==> src/rtl/input_port_ctrl_if.sv <==
// Handshake bundle between the input port controller and the core's IN path.
// The core side is the master: it raises in_req and pulses clr_overrun.
// The controller side is the slave: it presents the captured word and status.
interface input_port_ctrl_if #(
  parameter int DATA_W = 16
);

  logic              in_req;
  logic              clr_overrun;
  logic [DATA_W-1:0] data_out;
  logic              valid;
  logic              in_ack;
  logic              overrun;

  modport master (
    output in_req,
    output clr_overrun,
    input  data_out,
    input  valid,
    input  in_ack,
    input  overrun
  );

  modport slave (
    input  in_req,
    input  clr_overrun,
    output data_out,
    output valid,
    output in_ack,
    output overrun
  );

endinterface

==> src/rtl/input_port_ctrl.sv <==
// Input port controller: synchronises and debounces the active-low check-in/out
// button, captures the switch word on each accepted press and holds it until the
// core consumes it with a request/acknowledge handshake.
module input_port_ctrl #(
  parameter int DEBOUNCE_CYCLES = 50000,
  parameter int CNT_W           = 20,
  parameter int DATA_W          = 16
) (
  input  logic              Clock,
  input  logic              n_reset,
  input  logic              Button,
  input  logic [DATA_W-1:0] Switches,
  input_port_ctrl_if.slave  port,
  output logic              btn_level
);

  localparam logic [CNT_W-1:0] CNT_LAST = CNT_W'(DEBOUNCE_CYCLES - 1);

  typedef enum logic [1:0] {
    RELEASED,
    CHK_PRESS,
    PRESSED,
    CHK_RELEASE
  } db_state_t;

  // Synchroniser stages; the button idles high (released), switches idle low.
  logic              btn_meta;
  logic              btn_s;
  logic [DATA_W-1:0] sw_meta;
  logic [DATA_W-1:0] sw_s;

  // Debounce FSM and its qualification counter.
  db_state_t        state;
  db_state_t        state_nxt;
  logic [CNT_W-1:0] cnt;
  logic [CNT_W-1:0] cnt_nxt;
  logic [CNT_W-1:0] cnt_inc;
  logic             cnt_done;
  logic             press_evt;

  // Held word and handshake state.
  logic [DATA_W-1:0] data_q;
  logic              valid_q;
  logic              overrun_q;
  logic              consume;

  // The counter saturates rather than wrapping so a stuck level can never alias.
  assign cnt_inc  = (cnt == '1) ? cnt : cnt + CNT_W'(1);
  assign cnt_done = (cnt == CNT_LAST);

  // Two-flop synchronisers on the asynchronous button and switch inputs.
  always_ff @(posedge Clock or negedge n_reset) begin
    if (!n_reset) begin
      btn_meta <= 1'b1;
      btn_s    <= 1'b1;
      sw_meta  <= '0;
      sw_s     <= '0;
    end else begin
      // NOTE: non-blocking assignments let every flop sample the pre-edge value,
      // which is what makes this a two-stage pipeline instead of a single wire.
      btn_meta <= Button;
      btn_s    <= btn_meta;
      sw_meta  <= Switches;
      sw_s     <= sw_meta;
    end
  end

  // Debounce state and counter register.
  always_ff @(posedge Clock or negedge n_reset) begin
    if (!n_reset) begin
      state <= RELEASED;
      cnt   <= '0;
    end else begin
      state <= state_nxt;
      cnt   <= cnt_nxt;
    end
  end

  // Next-state logic: any opposite sample inside a check window restarts it.
  always_comb begin
    // NOTE: defaults first so every path assigns every output and no latch is inferred.
    state_nxt = state;
    cnt_nxt   = cnt;
    unique case (state)
      RELEASED: begin
        if (!btn_s) begin
          cnt_nxt   = '0;
          state_nxt = CHK_PRESS;
        end
      end
      CHK_PRESS: begin
        if (btn_s)         state_nxt = RELEASED;
        else if (cnt_done) state_nxt = PRESSED;
        else               cnt_nxt   = cnt_inc;
      end
      PRESSED: begin
        if (btn_s) begin
          cnt_nxt   = '0;
          state_nxt = CHK_RELEASE;
        end
      end
      CHK_RELEASE: begin
        if (!btn_s)        state_nxt = PRESSED;
        else if (cnt_done) state_nxt = RELEASED;
        else               cnt_nxt   = cnt_inc;
      end
      default: state_nxt = RELEASED;
    endcase
  end

  // Outputs of the debouncer: a one-cycle press event and the debounced level.
  always_comb begin
    press_evt = (state == CHK_PRESS) && !btn_s && cnt_done;
    btn_level = (state == PRESSED) || (state == CHK_RELEASE);
  end

  // A consume needs a held word; a request against an empty port just waits.
  assign consume = port.in_req && valid_q;

  // Capture on press, drop valid on consume; a press at the consume edge reloads
  // the port, and overrun only flags a word that was lost without being acked.
  always_ff @(posedge Clock or negedge n_reset) begin
    if (!n_reset) begin
      data_q    <= '0;
      valid_q   <= 1'b0;
      overrun_q <= 1'b0;
    end else begin
      if (press_evt) begin
        data_q  <= sw_s;
        valid_q <= 1'b1;
      end else if (consume) begin
        valid_q <= 1'b0;
      end

      if (press_evt && valid_q && !consume) overrun_q <= 1'b1;
      else if (port.clr_overrun)            overrun_q <= 1'b0;
    end
  end

  assign port.data_out = data_q;
  assign port.valid    = valid_q;
  assign port.in_ack   = consume;
  assign port.overrun  = overrun_q;

endmodule

==> src/flat_wrapper.sv <==
// flat-port wrapper written by rule: the top's interface ports become plain ports
module input_port_ctrl_flat 
#(
  parameter int DEBOUNCE_CYCLES = 50000,
  parameter int CNT_W           = 20,
  parameter int DATA_W          = 16
)
  (Clock, n_reset, Button, Switches, btn_level, port_in_req, port_clr_overrun, port_data_out, port_valid, port_in_ack, port_overrun);
  input_port_ctrl_if #(.DATA_W(DATA_W)) port_i ();
  input  logic Clock;
  input  logic n_reset;
  input  logic Button;
  input  logic [DATA_W-1:0] Switches;
  output logic btn_level;
  input wire logic [$bits(port_i.in_req)-1:0] port_in_req;
  input wire logic [$bits(port_i.clr_overrun)-1:0] port_clr_overrun;
  output wire logic [$bits(port_i.data_out)-1:0] port_data_out;
  output wire logic [$bits(port_i.valid)-1:0] port_valid;
  output wire logic [$bits(port_i.in_ack)-1:0] port_in_ack;
  output wire logic [$bits(port_i.overrun)-1:0] port_overrun;
  assign port_i.in_req = port_in_req;
  assign port_i.clr_overrun = port_clr_overrun;
  assign port_data_out = port_i.data_out;
  assign port_valid = port_i.valid;
  assign port_in_ack = port_i.in_ack;
  assign port_overrun = port_i.overrun;
  input_port_ctrl #(.DEBOUNCE_CYCLES(DEBOUNCE_CYCLES), .CNT_W(CNT_W), .DATA_W(DATA_W)) u_core (.Clock(Clock), .n_reset(n_reset), .Button(Button), .Switches(Switches), .port(port_i), .btn_level(btn_level));
endmodule
==> config.mk <==
export PLATFORM = sky130hd
export DESIGN_NAME = input_port_ctrl_flat
export DESIGN_NICKNAME = d
export VERILOG_FILES = /design/src/rtl/input_port_ctrl_if.sv /design/src/rtl/input_port_ctrl.sv /design/src/flat_wrapper.sv
export SDC_FILE = /design/constraint.sdc
export NUM_CORES = 1
export LEC_CHECK = 0
export CORE_MARGIN = 3
export CORE_UTILIZATION = 54
export CTS_BUF_LIST = sky130_fd_sc_hd__clkbuf_8 sky130_fd_sc_hd__clkbuf_16
export DETAILED_ROUTE_END_ITERATION = 12
export MAX_ROUTING_LAYER = met4
export PLACE_DENSITY = 0.78
export SYNTH_ARGS = -nofsm -noshare
export SYNTH_HDL_FRONTEND = slang
export SYNTH_SLANG_ARGS = --single-unit
==> constraint.sdc <==
create_clock -name Clock -period 2.6 [get_ports Clock]
set_input_delay 0.26 -clock Clock [delete_from_list [all_inputs] [get_ports Clock]]
set_output_delay 0.26 -clock Clock [all_outputs]
set_load 0.02 [all_outputs]
Yosys cells after proc, flatten, opt, wreduce, memory -nomap -nowiden
Cells that the tools add are included.

Word-level logic and storage cells: 52. Output and inout port bits: 20. Bits of input ports: 21. Flip-flop bits (word level): 74.

Reductions and logical operators: 13. Eq/ne operators: 11. $add $sub $neg: 1. Muxes and demuxes: 18.

Operators by type and width (number): 20-bit two-way mux (6); 20-bit case mux with 4 select lines (1); 20-bit by 1-bit adder with 20-bit output, second input constant (1); 20-bit by 16-bit == test with 1-bit output, second input constant (1); 20-bit == test, second input constant (1); 2-bit two-way mux (6); 2-bit case mux with 4 select lines (1); 4-bit AND reduction (2); 1-bit logical AND (5); 2-bit == test, second input constant (2); 1-bit two-way mux (4); 2-bit by 1-bit != test with 1-bit output, second input constant (2); 2-bit != test, second input constant (2); 2-bit nonzero test (2); 3-bit by 1-bit != test with 1-bit output, second input constant (1); 3-bit != test, second input constant (1); 2-bit by 1-bit == test with 1-bit output, second input constant (1); 1-bit logical NOT (2); 2-bit logical NOT (1); 1-bit logical OR (1).

Depth between registers and ports, before layout
Gate-level depths: netlist of run 1.

Word-level depth: 6. Gate-level depth with buffers: 8. Gate-level depth less buffers: 6.

Worst setup path before layout of run 1
OpenSTA, ideal clock, no wires.

Kind: register to register. Start: register u_core.cnt[0]. End: register u_core.cnt[8]. Required time: 2461 ps. Clock period less this slack: 2031 ps. Arrival: 1892 ps. Setup time: 139 ps. Buffers on the path: 1. Slack: 569 ps. Cell stages (with the launch flop): 8. Cell sequence: dfrtp_1 > ha_1 > and3_1 > and4_2 > a22o_1 > buf_4 > o311ai_0 > o31ai_1.

Word-level cells in the longest chain between the ends: 5. Elaborated cells between the ends (all ways): 8. Those cells by class: add/sub: 1; eq/ne: 2; mux: 5.

Ends and longest elaborated chain: from (decl) (RTL line input_port_ctrl.sv:35) `logic [CNT_W-1:0] cnt;`; from (signal assigned) (RTL line input_port_ctrl.sv:75) `cnt <= cnt_nxt;`; 20-bit by 1-bit adder with 20-bit output / 20-bit == test (equally long branches) (RTL line input_port_ctrl.sv:48) `assign cnt_inc = (cnt == '1) ? cnt : cnt + CNT_W'(1);`; 20-bit two-way mux (RTL line input_port_ctrl.sv:48); 20-bit two-way mux (*) (RTL line input_port_ctrl.sv:93, input_port_ctrl.sv:104); 20-bit two-way mux (on tied branches) (RTL line input_port_ctrl.sv:103, input_port_ctrl.sv:92); 20-bit case mux with 4 select lines (*) (RTL line input_port_ctrl.sv:84) `unique case (state)`.

Mark *: on every way between the ends. The rest lies on a longest branch, timed or not. The select of a mux whose other input is x is not followed. A chain may end at the register's enable or synchronous reset.

Worst setup path in the final report of run 1
Start: register u_core.cnt[0]. End: register u_core.cnt[9].

Same word-level chain as after synthesis.

==> results of run 1 <==
==> kinds of logic after synthesis <==
| logic type | count (synthesis) |
|---|---|
| compound gates | 44 |
| mux | 18 |
| flops | 74 |
| buf+inv | 17 |
| xor+xnor | 2 |
| simple gates | 80 |
| fa+ha+maj | 1 |
==> path summary, 6_finish.rpt <==
check,startpoint,cells past startpoint,slack [ps],to
setup / recovery,u_core.cnt[0],6,320,u_core.cnt[9]
setup reg to reg,u_core.cnt[0],6,320,u_core.cnt[9]
hold / removal,Button,1,330,u_core.btn_meta
max in group asynchronous,n_reset,3,1390,u_core.btn_meta
min in group asynchronous,n_reset,2,480,u_core.cnt[6]
hold reg to reg,u_core.sw_meta[14],0,350,u_core.sw_s[14]
==> power breakdown <==
| group | leakage (nW) | internal (W) | switching [W] |
|---|---|---|---|
| registers | 0.949 | 0.00118 | 0.0000177 |
| clock network | 0.115 | 0.000580 | 0.000452 |
| logic | 0.613 | 0.0000464 | 0.0000502 |
| total | 1.68 | 0.00181 | 0.000520 |
==> cell type report <==
class | count | area [um2]
Fill cell | 370 | 1529
Clock buffer | 10 | 137.6
Timing Repair Buffer | 47 | 462.9
Clock inverter | 6 | 96.34
Inverter | 3 | 11.26
Tap cell | 70 | 87.58
Multi-Input combinational cell | 145 | 1059
Sequential cell | 74 | 1854
==> layout by cell type, fill, tap and decap left out, drive strengths merged, types with 2 or more instances in the layout <==
master,n
nor2,13
a21oi,9
nand2b,2
o311ai,6
and2,3
buf,7
and4,5
or3,2
mux2,17
o211ai,4
nand3,11
dfrtp,72
nand2,19
and3,5
nand4,7
a31o,2
inv,6
o21ai,3
a41o,2
o31ai,4
dfstp,2
clkdlybuf4s50,39
nor4,5
nor3,3
bufinv,2
a22o,4
clkbuf,10
a31oi,4
or4,3
==> what timing repair did <==
item / CTS / global route
endpoints found under the setup margin: 0 / 0
hold buffers: 1 / 0
resized for setup: 0 / 0
hold endpoints to repair: 29 / 0
==> metrics by stage <==
stage	hold WS, ps	instance area [um2]	worst slack [ps]	instances	power (W)
floorplan	-35.59	3014	569.5	236	0.001252
global placement	331.8	3465	378.7	338	0.001317
detailed placement	337.3	3465	355.2	338	0.001322
CTS	313.9	3709	317.6	355	0.002361
global route	312.1	3709	164.0	355	0.002425
finish	331.3	3709	321.8	355	0.002330
==> per-layer routing <==
metal | track usage (%) | vias up | part of all wire (%)
met5 | - | - | 0
met4 | 8.784 | 0 | 2.1
met3 | 5.381 | 15 | 6.9
met2 | 35.84 | 80 | 49
met1 | 28.82 | 1024 | 42
li1 | - | 957 | -
==> sequential cells by signal, indices dropped and copies added, names as in the netlist, named ones only <==
name,cells
u_core.sw_s,16
u_core.cnt,20
u_core.port.data_out,16
u_core.state,1
u_core.port.overrun,1
u_core.sw_meta,16
u_core.btn_s,1
u_core.btn_meta,1
u_core.port.valid,1
==> summary.md, run 1 <==
| Metric | Value |
|---|---|
| Status | finished clean |
| Crit-path max FO | 14 |
| Post-DRT Antenna Nets | 0 |
| HPWL Detailed | between 4000 and 5000 um |
| RePlAce Congestion | around 0.91 |
| Number of flops mapped to enable cells by yosys | 0 |
| Net Count, Synth | ~260 |
| Warnings, synthesis | 0 |
| Largest net degree at the start of global routing | 46 |
| Multiplexer area fraction after synthesis | 7.680% |
| P_leak | approximately 1.7 nW |
| Setup violations, final | 0 |
| Crit-path max cell delay | approximately 540 ps |
| Diode count | 0 |
| Final period util | 87.62% |
| WP buf/inv | 0 |
| Synth Area in Simple Gates | between 10% and 20% |
| GRT Util Overall | ~23% |
| Primary FF master, synth | dfrtp_1 |
| # Post-CTS Setup Buffers | 0 |
| Worst EP arrival | between 2000 and 3000 ps |
| Final min period | between 2000 and 2500 ps |
| 1st-iter DRT viols | roughly 170 |
| Vias per cell | 5.848 |
| Chip height | around 80 um |
| # DRC | 0 |
| Sequential share of the synthesized area | about three fifths |
| Most common cell in the netlist | dfrtp_1 |
| Req. time, crit path | about 2900 ps |
| Io pins | 41 |
| Critical path launch point type | flop |
| Synthesized cell area | 0.003014 mm2 |
| Pins Over Slew Limit | 0 |
| First-pass GRT wire length | ~11000 um |
| Largest cells by area after synthesis | dfrtp_1 60%, mux2_4 4.0%, mux2_2 3.0%, nand2_1 2.4%, nand3_1 1.8% |
| Via count | 2076 |
| Die area | 0.006514 mm2 |
| Fin nets | between 300 and 400 |
| Num rows | 26 |
| MaxCap Viol Count | 0 |
| Vias in the first global route | about 2200 |
| RSZ-0062 raised after global routing | no |
| Routed WL | 6003 um |
| Skew final | roughly 5 ps |
| Num CTS Buffers | 9 |
| Synthesized area per cell | 12.77 um2 |
| Post-synthesis adder-cell area fraction | 0.4151% |
| Drt pass-1 iters | 4 |
| Top post-synthesis cells by count | 72 x dfrtp_1, 19 x nand2_1, 12 x nor2_1, 11 x nand3_1, 9 x a21oi_1 |
| PortBufs | 40 |
| Avg WL per Cell | roughly 17 um |
| Yosys cell types | between 40 and 50 |
| Area grow syn2layout | 23.04% |
| CP cell instances | ha_1 > and3_1 > and4_2 > a22o_1 > or4_1 > nand3_1 |
| Sink Count | 74 |
| Clock-pin slew on the worst setup and hold paths | approximately 80 ps |
| Worst path slowest cell | or4_1 |
| Syn Inst Count | 236 |
| Max frequency | 439.0 MHz |
| Setup TNS Final | 0 ps |
| Core ar. | between 0.005 and 0.006 mm2 |
| Root buffer cell | clkbuf_8 |
| Chip width | 80.71 um |
| Layout cells sized above 1 | around 18% |
| Xor/xnor share of the synthesized area | less than 1% |
| Asr flop ratio synth | 100.0% |
| Initial antenna violation count | 0 |
| Critical path class | flop to flop |
| Pwr Density | ~630 mW/mm2 |
| H-tree levels | 3 |
| Hold Crit Class | primary input to flop |
| Max-slew headroom at the worst pin | roughly 54% |
| Post-synth top area share | between 50% and 60% |
| Compound-cell area share of the yosys netlist | between 10 and 15% |
| Grt ovf | 0 |
| Worst slew pin tran | between 600 and 700 ps |
| Final Hold Fails | 0 |
| Initial Utilization | around 58% |
| Clock Tree Buf Depth | 2 |
| Worst-skew pair later-pin latency | ~350 ps |
| Delay-heaviest family, CP | simple AND/OR/NAND/NOR gates |
| Final core area utilization | 70.81% |
| Yosys top cell by area | dfrtp_1 |
| Largest family of logic cells by synthesized area | simple AND/OR/NAND/NOR gates |
| Critical path capture point type | flop |
| Peak supply drop | roughly 0.34 mV |
| Flip-flop and latch count after synthesis | 74 |
| CTS tree | yes |
(Power assumes the default switching activity.)
==> run 2: changes to the inputs <==
--- a/config.mk
+++ b/config.mk
@@ -10,7 +10,8 @@
 export CTS_BUF_LIST = sky130_fd_sc_hd__clkbuf_8 sky130_fd_sc_hd__clkbuf_16
 export DETAILED_ROUTE_END_ITERATION = 12
 export MAX_ROUTING_LAYER = met4
-export PLACE_DENSITY = 0.78
+export PLACE_DENSITY = 0.76
+export SKIP_LAST_GASP = 1
 export SYNTH_ARGS = -nofsm -noshare
 export SYNTH_HDL_FRONTEND = slang
 export SYNTH_SLANG_ARGS = --single-unit
==> run 2 against run 1 <==
Via count fell by 1.1%. Sequential share of layout area grew 0.17 points. Combinational power increased by 3.4%. Utilization is 0.24 points lower. Power shrank 3.0%. Largest power group unchanged. Highest routed layer unchanged.
==> summary.md, run 2 (same netlist as run 1, synthesis figures left out) <==
| Metric | Value |
|---|---|
| Reg-to-reg critical path endpoint | u_core.cnt[11] (was u_core.cnt[9]) |
| # DRC | 0 (unchanged) |
| Setup TNS Final | 0 ps (unchanged) |
| Skew final | 15.71 ps (was 4.982 ps) |
| 1st-iter DRT viols | 180 (was 172) |
| Final period util | 89.96% (was 87.62%) |
| Total power | 0.002261 W (was 0.002330 W) |
| Core ar. | 0.005238 mm2 (unchanged) |
| Sink Count | 74 (unchanged) |
| Gates resized, CTS repair | 0 (unchanged) |
| Hold Crit Class | primary input to flop (unchanged) |
| MaxCap Viol Count | 0 (unchanged) |
| Status | finished clean (unchanged) |
| Critical path capture point type | flop (unchanged) |
| Vias in the first global route | 2050 (was 2173) |
| Area grow syn2layout | 22.62% (was 23.04%) |
| Final min period | 2339 ps (was 2278 ps) |
| Num CTS Buffers | 9 (unchanged) |
| Crit-path max FO | 14 (unchanged) |
| Final Hold Fails | 0 (unchanged) |
| PortBufs | 40 (unchanged) |
| P_leak | 1.675 nW (was 1.676 nW) |
| Critical path class | flop to flop (unchanged) |
| Layout cells sized above 1 | 18.18% (was 17.89%) |
| Delay-heaviest family, CP | simple AND/OR/NAND/NOR gates (unchanged) |
| Diode count | 0 (unchanged) |
| Most frequent cells in the layout | 72 x dfrtp_1, 39 x clkdlybuf4s50_1, 19 x nand2_1, 12 x nor2_1, 11 x nand3_1 (unchanged) |
| Vias per cell | 5.770 (was 5.848) |
| Worst path slowest cell | or4_1 (unchanged) |
| Clock-pin slew on the worst setup and hold paths | 90 ps (was 80 ps) |
| Req. time, crit path | 2890 ps (was 2880 ps) |
| Worst path depth | 6 (unchanged) |
| Clock Tree Buf Depth | 2 (unchanged) |
| Initial antenna violation count | 0 (unchanged) |
| Crit-path max cell delay | 550 ps (was 540 ps) |
| Pwr Density | 611.6 mW/mm2 (was 628.2 mW/mm2) |
| CTS tree | yes (unchanged) |
| R2r worst-path depth | 6 (unchanged) |
| Post-DRT Antenna Nets | 0 (unchanged) |
| Io pins | 41 (unchanged) |
| Fin nets | 303 (was 302) |
| Routed WL | 5956 um (was 6003 um) |
| Final instance area | 0.003696 mm2 (was 0.003709 mm2) |
| Worst hold path depth | 1 (unchanged) |
| RSZ-0062 raised after global routing | no (unchanged) |
| Worst slew pin tran | 585.3 ps (was 684.7 ps) |
| Placed inst area | 0.003472 mm2 (was 0.003465 mm2) |
| Root buffer cell | clkbuf_8 (unchanged) |
| Max-slew headroom at the worst pin | 60.85% (was 54.36%) |
| Worst EP arrival | 2630 ps (was 2560 ps) |
| Worst hold endpoint | u_core.sw_meta[7] (was u_core.btn_meta) |
| Num rows | 26 (unchanged) |
| Setup violations, final | 0 (unchanged) |
| Initial Utilization | 57.55% (unchanged) |
| Drt pass-1 iters | 4 (unchanged) |
| Avg WL per Cell | 16.73 um (was 16.91 um) |
| Max frequency | 427.5 MHz (was 439.0 MHz) |
| Die area | 0.006514 mm2 (unchanged) |
| Grt ovf | 0 (unchanged) |
| R2R Path Start | u_core.cnt[0] (unchanged) |
| WP buf/inv | 0 (unchanged) |
| Chip width | 80.71 um (unchanged) |
| CP cell instances | ha_1 > and3_1 > and4_2 > a22o_1 > or4_1 > nand3_1 (unchanged) |
| H-tree levels | 3 (unchanged) |
| Final core area utilization | 70.57% (was 70.81%) |
| Reg-to-reg slack, setup | 260 ps (was 320 ps) |
| RePlAce Congestion | 0.9130 (was 0.9124) |
| Worst-skew pair later-pin latency | 360 ps (was 350 ps) |
| Largest net degree at the start of global routing | 75 (was 46) |
| Chip height | 80.71 um (unchanged) |
| Largest Register | u_core.cnt (unchanged) |
| GRT Util Overall | 21.81% (was 22.79%) |
| Pins Over Slew Limit | 0 (unchanged) |
| Commonest non-fill, non-tap cell in the layout | dfrtp_1 (unchanged) |
| Critical path launch point type | flop (unchanged) |
| First-pass GRT wire length | 10190 um (was 10650 um) |
| HPWL Detailed | 4056 um (was 4093 um) |
| Peak supply drop | 0.5014 mV (was 0.3362 mV) |
| Min-delay src | Switches[7] (was Button) |
| Via count | 2054 (was 2076) |
| Max FFs per register | 20 (unchanged) |
[run 2: cell count changes in the layout (fill, tap and decap cells not counted), sizes merged]
cell,previous run,this run
buf,7,8
clkinvlp,1,0
inv,6,9
clkbuf,10,9
bufinv,2,1
[run 2: worst max-delay path by stage]
| stage | endpoint | startpoint | slack, ps |
|---|---|---|---|
| floorplan | u_core.cnt[8] | u_core.cnt[0] | 570 |
| global route | u_core.cnt[9] | u_core.cnt[0] | 170 |
| global placement | u_core.cnt[11] | u_core.cnt[0] | 360 |
| finish | u_core.cnt[11] | u_core.cnt[0] | 260 |
| detailed placement | u_core.cnt[11] | u_core.cnt[0] | 310 |
| CTS | u_core.cnt[11] | u_core.cnt[0] | 290 |
[run 2: routing by layer]
| metal | wire (um) | GRT usage [%] | vias up |
|---|---|---|---|
| met5 | 0 | - | - |
| met4 | 82 | 7.601 | 0 |
| met3 | 399 | 7.735 | 10 |
| met2 | 2744 | 31.21 | 70 |
| met1 | 2730 | 28.98 | 1008 |
| li1 | - | - | 966 |
[run 2: stage by stage]
step | hold WS, ps | cells | worst slack [ps]
after global placement | 311.5 | 339 | 360.5
final | 333.4 | 356 | 261.1
after floorplan | -35.59 | 236 | 569.5
after CTS | 320.7 | 356 | 290.2
after detailed placement | 320.9 | 339 | 307.1
after global routing | 321.1 | 356 | 174.6
[run 2: area by class of cell]
class,count,area [um2]
inverter,3,11.26
multi-input combinational,145,1059
clock inverter,7,90.09
fill,354,1541
sequential,74,1854
tap,70,87.58
timing repair buffer,48,470.5
clock buffer,9,123.9
[run 2: what timing repair did]
| action | CTS | global route |
|---|---|---|
| setup buffers | 0 | 0 |
| hold endpoints to repair | 72 | 0 |
| hold buffers | 1 | 0 |
[run 2: power by group]
| group | switching [W] | internal, W | total [W] | leakage, nW |
|---|---|---|---|---|
| Clock | 0.000487 | 0.000473 | 0.000960 | 0.111 |
| Combinational | 0.0000512 | 0.0000486 | 0.0000998 | 0.616 |
| Sequential | 0.0000172 | 0.00118 | 0.00120 | 0.949 |
